$ cat config.mk
export PLATFORM = sky130hd
export DESIGN_NAME = mmio_uart_tx
export DESIGN_NICKNAME = d
export VERILOG_FILES = /design/src/rtl/uart_pkg.sv /design/src/rtl/sync_fifo.sv /design/src/rtl/mmio_uart_tx.sv
export SDC_FILE = /design/constraint.sdc
export NUM_CORES = 1
export LEC_CHECK = 0
export CAP_MARGIN = 20
export CORE_MARGIN = 8
export CORE_UTILIZATION = 40
export CTS_BUF_LIST = sky130_fd_sc_hd__clkbuf_2
export DETAILED_ROUTE_END_ITERATION = 8
export GPL_TIMING_DRIVEN = 0
export PLACE_DENSITY_LB_ADDON = 0.2
export SLEW_MARGIN = 20
export SYNTH_ARGS = -nofsm -noshare
export SYNTH_HDL_FRONTEND = slang
export SYNTH_HIERARCHICAL = 1
export SYNTH_SLANG_ARGS = --single-unit
$ cat constraint.sdc
create_clock -name clk -period 3.6 [get_ports clk]
set_clock_uncertainty 0.1 [all_clocks]
set_input_delay 0.72 -clock clk [delete_from_list [all_inputs] [get_ports clk]]
set_output_delay 0.72 -clock clk [all_outputs]
set_load 0.01 [all_outputs]
$ cat src/rtl/uart_pkg.sv
// Shared types and register map for the memory-mapped UART transmitter.
package uart_pkg;

  typedef enum logic [1:0] {
    IDLE  = 2'd0,
    START = 2'd1,
    DATA  = 2'd2,
    STOP  = 2'd3
  } tx_state_e;

  localparam logic [3:0] OFS_TXDATA  = 4'h0;
  localparam logic [3:0] OFS_STATUS  = 4'h4;
  localparam logic [3:0] OFS_BAUDDIV = 4'h8;

  localparam int STAT_FULL  = 0;
  localparam int STAT_EMPTY = 1;
  localparam int STAT_BUSY  = 2;
  localparam int STAT_OVF   = 3;

  // A divisor of zero would stall the bit timer forever, so it is promoted to one.
  function automatic logic [15:0] div_or_one(input logic [15:0] d);
    return (d == 16'd0) ? 16'd1 : d;
  endfunction

endpackage

$ cat src/rtl/sync_fifo.sv
// Single-clock FIFO with occupancy count; a push while full is dropped.
module sync_fifo #(
  parameter int WIDTH = 8,
  parameter int DEPTH = 8
) (
  input  logic                   clk,
  input  logic                   reset_n,
  input  logic                   push,
  input  logic [WIDTH-1:0]       wdata,
  input  logic                   pop,
  output logic [WIDTH-1:0]       rdata,
  output logic                   full,
  output logic                   empty,
  output logic [$clog2(DEPTH):0] count
);

  localparam int AW = $clog2(DEPTH);
  localparam int CW = AW + 1;

  logic [WIDTH-1:0] mem [DEPTH];
  logic [AW-1:0]    wr_ptr;
  logic [AW-1:0]    rd_ptr;
  logic             do_push;
  logic             do_pop;

  assign full    = (count == CW'(DEPTH));
  assign empty   = (count == '0);
  // Push acceptance looks at the pre-pop count, so a full FIFO drops even when popping.
  assign do_push = push && !full;
  assign do_pop  = pop && !empty;
  assign rdata   = mem[rd_ptr];

  always_ff @(posedge clk) begin
    if (do_push) begin
      mem[wr_ptr] <= wdata;
    end
  end

  always_ff @(posedge clk or negedge reset_n) begin
    if (!reset_n) begin
      wr_ptr <= '0;
      rd_ptr <= '0;
      count  <= '0;
    end else begin
      if (do_push) begin
        wr_ptr <= wr_ptr + 1'b1;
      end
      if (do_pop) begin
        rd_ptr <= rd_ptr + 1'b1;
      end
      case ({do_push, do_pop})
        2'b10:   count <= count + 1'b1;
        2'b01:   count <= count - 1'b1;
        default: count <= count;
      endcase
    end
  end

endmodule

$ cat src/rtl/mmio_uart_tx.sv
// Memory-mapped 8N1 UART transmitter: register file on the core data bus, TX FIFO, serialiser.
//   state | meaning
//   IDLE  | line high, waiting for a byte in the FIFO
//   START | driving the start bit (0) for one bit period
//   DATA  | shifting out 8 data bits, LSB first
//   STOP  | driving the stop bit (1); chains straight into START if more bytes wait
module mmio_uart_tx
  import uart_pkg::*;
#(
  parameter logic [31:0] BASE_ADDR  = 32'h0000_0800,
  parameter int          CLK_DIV    = 434,
  parameter int          FIFO_DEPTH = 8
) (
  input  logic        clk,
  input  logic        reset_n,
  input  logic        MemWrite,
  input  logic [31:0] DataAdr,
  input  logic [31:0] WriteData,
  output logic [31:0] ReadData,
  output logic        sel,
  output logic        uart_tx
);

  localparam logic [15:0] DIV_RESET = 16'(CLK_DIV);

  logic [3:0]  ofs;
  logic        wr_tx;
  logic        wr_status;
  logic        wr_baud;

  logic        overflow;
  logic [15:0] baud_div;
  logic [3:0]  status;

  logic        fifo_pop;
  logic [7:0]  fifo_rdata;
  logic        fifo_full;
  logic        fifo_empty;
  logic [$clog2(FIFO_DEPTH):0] fifo_count;

  tx_state_e   state;
  logic [15:0] baud_cnt;
  logic [2:0]  bit_cnt;
  logic [7:0]  shreg;
  logic        bit_done;

  logic        unused_bits;
  assign unused_bits = ^{WriteData[31:16], fifo_count};

  assign ofs       = DataAdr[3:0];
  assign sel       = (DataAdr[31:4] == BASE_ADDR[31:4]);
  assign wr_tx     = MemWrite && sel && (ofs == OFS_TXDATA);
  assign wr_status = MemWrite && sel && (ofs == OFS_STATUS);
  assign wr_baud   = MemWrite && sel && (ofs == OFS_BAUDDIV);

  always_comb begin
    status            = '0;
    status[STAT_FULL]  = fifo_full;
    status[STAT_EMPTY] = fifo_empty;
    status[STAT_BUSY]  = (state != IDLE);
    status[STAT_OVF]   = overflow;
  end

  always_comb begin
    ReadData = '0;
    if (sel) begin
      case (ofs)
        OFS_STATUS:  ReadData = {28'b0, status};
        OFS_BAUDDIV: ReadData = {16'b0, baud_div};
        default:     ReadData = '0;
      endcase
    end
  end

  always_ff @(posedge clk or negedge reset_n) begin
    if (!reset_n) begin
      overflow <= 1'b0;
      baud_div <= DIV_RESET;
    end else begin
      if (wr_tx && fifo_full) begin
        overflow <= 1'b1;
      end else if (wr_status && WriteData[STAT_OVF]) begin
        overflow <= 1'b0;
      end
      if (wr_baud) begin
        baud_div <= div_or_one(WriteData[15:0]);
      end
    end
  end

  sync_fifo #(
    .WIDTH (8),
    .DEPTH (FIFO_DEPTH)
  ) u_fifo (
    .clk     (clk),
    .reset_n (reset_n),
    .push    (wr_tx),
    .wdata   (WriteData[7:0]),
    .pop     (fifo_pop),
    .rdata   (fifo_rdata),
    .full    (fifo_full),
    .empty   (fifo_empty),
    .count   (fifo_count)
  );

  // The bit timer counts down to zero; the divisor is only sampled when a new bit starts.
  assign bit_done = (baud_cnt == 16'd0);
  assign fifo_pop = !fifo_empty && ((state == IDLE) || ((state == STOP) && bit_done));

  always_ff @(posedge clk or negedge reset_n) begin
    if (!reset_n) begin
      state    <= IDLE;
      baud_cnt <= '0;
      bit_cnt  <= '0;
      shreg    <= '0;
      uart_tx  <= 1'b1;
    end else begin
      case (state)
        IDLE: begin
          if (!fifo_empty) begin
            state    <= START;
            shreg    <= fifo_rdata;
            uart_tx  <= 1'b0;
            baud_cnt <= baud_div - 16'd1;
          end
        end
        START: begin
          if (bit_done) begin
            state    <= DATA;
            uart_tx  <= shreg[0];
            shreg    <= {1'b0, shreg[7:1]};
            bit_cnt  <= '0;
            baud_cnt <= baud_div - 16'd1;
          end else begin
            baud_cnt <= baud_cnt - 16'd1;
          end
        end
        DATA: begin
          if (bit_done) begin
            baud_cnt <= baud_div - 16'd1;
            if (bit_cnt == 3'd7) begin
              state   <= STOP;
              uart_tx <= 1'b1;
            end else begin
              bit_cnt <= bit_cnt + 3'd1;
              uart_tx <= shreg[0];
              shreg   <= {1'b0, shreg[7:1]};
            end
          end else begin
            baud_cnt <= baud_cnt - 16'd1;
          end
        end
        STOP: begin
          if (bit_done) begin
            if (!fifo_empty) begin
              state    <= START;
              shreg    <= fifo_rdata;
              uart_tx  <= 1'b0;
              baud_cnt <= baud_div - 16'd1;
            end else begin
              state <= IDLE;
            end
          end else begin
            baud_cnt <= baud_cnt - 16'd1;
          end
        end
        default: begin
          state   <= IDLE;
          uart_tx <= 1'b1;
        end
      endcase
    end
  end

endmodule
==> flow_metrics.env <==
export IMPL_yosys_warnings=6
export IMPL_final_common_cell="edfxtp_1"
export IMPL_cts_sinks=121
export IMPL_via_per_inst=5.48
export IMPL_drive_gt1_share_pct=18.6
export IMPL_placed_cell_area_um2=7730
export IMPL_worst_pin_slew_ns=0.866
export IMPL_period_minus_slack_ns=3.54
export IMPL_place_congestion=0.888
export IMPL_muxShareOfSynthArea_pct=12.7
export IMPL_r2r_end="u_fifo/count[3]"
export IMPL_cts_root_buffer="clkbuf_2"
export IMPL_powerDensity_nw_per_um2=742
export IMPL_chipHeight_um=145
export IMPL_grt_antenna_before_repair=1
export IMPL_area_delta_synth_final_pct=22.7
export IMPL_clk_pin_slew_worst_paths_ns=0.21
export IMPL_synth_top_family_by_area="simple AND/OR/NAND/NOR gates"
export IMPL_setup_ws_ns=0.0552
export IMPL_crit_path_top_delay_cell="or4b_2"
export IMPL_met1_usage_pct=20.4
export IMPL_gr_total_overflow=0
export IMPL_clock_latency_ns=0.71
export IMPL_cts_tree="yes"
export IMPL_drtIter0Drc=366
export IMPL_synth_main_ff_cell="edfxtp_1"
export IMPL_synth_compound_area_share_pct=10.7
export IMPL_critPathKind="primary input to flop"
export IMPL_met3_usage_pct=3.98
export IMPL_hold_path_class="primary input to asynchronous set/reset pin"
export IMPL_grt_use_met2_pct=25.8
export IMPL_core_um2=16400
export IMPL_rows=47
export IMPL_grt_first_pass_wirelength_um=26900
export IMPL_wirelength_um=16700
export IMPL_cpLargestDelayFamily="simple AND/OR/NAND/NOR gates"
export IMPL_tns_ns=0
export IMPL_grt_max_degree=38
export IMPL_firstDrtPassIters=5
export IMPL_final_cell_area_um2=8170
export IMPL_rrSetupSlack_ns=0.16
export IMPL_synth_xor_area_share_pct=3.16
export IMPL_die_w_um=145
export IMPL_dp_slack_ns=-0.791
export IMPL_synth_area_leaders="edfxtp_1 (29%), dfrtp_1 (19%), mux4_1 (6.3%), ha_1 (2.8%), mux2_1 (2.5%)"
export IMPL_io_buffers=68
export IMPL_yosys_area_share_adder_pct=3.12
export IMPL_synth_top_area_cell="edfxtp_1"
export IMPL_h_tree_depth=4
export IMPL_reg2reg_depth=14
export IMPL_vias=4887
export IMPL_synth_cell_area_um2=6650
export IMPL_max_vdd_ir_drop_uv=1150
export IMPL_cts_buffers=17
export IMPL_hpwlAfterDp_um=12300
export IMPL_pin_count=101
export IMPL_reg2reg_from="baud_cnt[1]"
export IMPL_finalNetCount=741
export IMPL_arrival_ns=4.02
export IMPL_grt_usage_pct=16.1
export IMPL_grt_pass1_vias=4953
export IMPL_syn_area_per_cell_um2=12.2
export IMPL_synth_edf_count=64
export IMPL_outcome="finished, final reports clean"
export IMPL_worstPathRequired_ns=4.07
export IMPL_end_kind="flop"
export IMPL_p_total_w=0.00606
export IMPL_period_share_pct=98.5
export IMPL_maxSlewHeadroom_pct=42.0
export IMPL_clk_path_buf_depth=2
export IMPL_maxCapViolCount=0
export IMPL_yosysTopAreaCellShare_pct=28.9
export IMPL_synth_cells=544
export IMPL_p_leak_nw=3.39
export IMPL_ys_seq_area_share_pct=50.4
export IMPL_start_kind="primary input"
export IMPL_dieArea_um2=21000
export IMPL_top_usage_layer="met2"
export IMPL_cpPeakStageDelay_ns=0.65
export IMPL_path_buf_inv=2
export IMPL_synth_cell_type_count=77
export IMPL_synth_simple_gate_area_share_pct=14.5
export IMPL_initial_core_util_pct=40.5
export IMPL_drcViolationCount=0
export IMPL_nFillCells=1458
export IMPL_path_cells="clkdlybuf4s50_1 -> nor4_2 -> nand3_1 -> or2_4 -> buf_4 -> nor4b_4 -> nand2_2 -> ha_4 -> ha_4 -> or4b_2 -> o311ai_0 -> o211ai_1"
export IMPL_hold_viol_final=0
export IMPL_layout_common_cells="edfxtp_1 (64), clkdlybuf4s50_1 (50), dfrtp_1 (48), buf_4 (32), nand2_1 (30)"
export IMPL_fmax_mhz=282
export IMPL_worstPathMaxFanout=9
export IMPL_ys_async_sr_fraction_pct=47.1
export IMPL_rsz0062_at_grt="false"
export IMPL_final_max_slew_viol_count=0
export IMPL_finalSetupViolCount=0
export IMPL_cpMostUsedCell="ha_4"
export IMPL_wl_per_cell_um=18.8
export IMPL_ant_nets=0
export IMPL_final_core_util_pct=49.8
export IMPL_ys_ff_latch=121
[worst max path at each step]
stage / from / end / slack (ns) / cells after the start
final: DataAdr[22] / u_fifo/count[3] / 0.06 / 12
after detailed placement: DataAdr[14] / u_fifo/count[3] / -0.79 / 12
after CTS: DataAdr[14] / ReadData[5] / 0.01 / 8
after floorplan: DataAdr[5] / u_fifo/count[3] / 0.006 / 11
after global placement: DataAdr[11] / u_fifo/count[3] / -0.73 / 12
after global routing: baud_cnt[1] / u_fifo/count[3] / 0.001 / 14
[synthesized netlist by cell type (all sizes together), types with 6 or more instances]
master and count:
and3 12, inv 20, o211ai 6, mux4 16
a22oi 7, o22ai 9, mux2 26, nand3 12
nor3 16, nor2 29, and2 6, clkbuf 19
ha 15, xnor2 12, o21ai 19, dfrtp 51
nand2 31, dfstp 6, mux2i 13, nor4 19
edfxtp 64, buf 26, a21oi 18, xor2 12
[per-stage QoR]
step / instances / hold slack [ns]
floorplan: 559 / 0.324
global placement: 847 / 0.370
detailed placement: 848 / 0.377
CTS: 889 / 0.274
global route: 892 / 0.275
finish: 892 / 0.326
[flip-flops by register name, indices dropped and copies added, names as in the netlist]
register,flops
baud_cnt,16
u_fifo/wr_ptr,3
u_fifo/rd_ptr,3
shreg,8
u_fifo/mem,64
state,2
baud_div,16
uart_tx,1
bit_cnt,3
overflow,1
u_fifo/count,4
[timing repair]
action,4_1_cts,5_1_grt
endpoints found under the hold margin,19,0
buffers inserted,11,2
hold buffers,1,0
pin swaps,6,4
setup endpoints to repair,18,8
gates resized for setup,29,13
gates cloned,0,0
[per-layer routing]
layer | routed length, µm | part of all wire [%]
met1 | 7480 | 45
met2 | 8160 | 49
met3 | 806 | 4.8
met4 | 282 | 1.7
met5 | 0 | 0
[report_power, final]
part	switching, W	internal [W]	leakage [nW]
combinational	0.00209	0.00138	1.92
sequential	0.000141	0.00157	1.32
clock	0.000545	0.000334	0.144
total	0.00278	0.00328	3.39
[kinds of logic (layout without fill, tap and decap cells)]
logic type / count (synthesis) / in the layout
AOI/OAI and AO/OA: 101 / 101
xor gates and xnor gates: 24 / 24
adders and majority gates: 16 / 16
buffers and inverters: 65 / 177
DFF: 121 / 121
muxes: 55 / 55
other: 1 / 17
and+or+nand+nor: 161 / 161
[layout make-up]
| cell class | instances | area, µm² | area share, % |
|---|---|---|---|
| Antenna cell | 1 | 2.50 | 0.0306 |
| Buffer | 42 | 288 | 3.52 |
| Timing Repair Buffer | 83 | 811 | 9.93 |
| Clock buffer | 19 | 95.1 | 1.16 |
| Multi-Input combinational cell | 373 | 3110 | 38.1 |
| Inverter | 20 | 75.1 | 0.919 |
| Tap cell | 220 | 275 | 3.37 |
| Clock inverter | 13 | 145 | 1.78 |
| Sequential cell | 121 | 3360 | 41.1 |
Power figures use the tool's default switching activity.
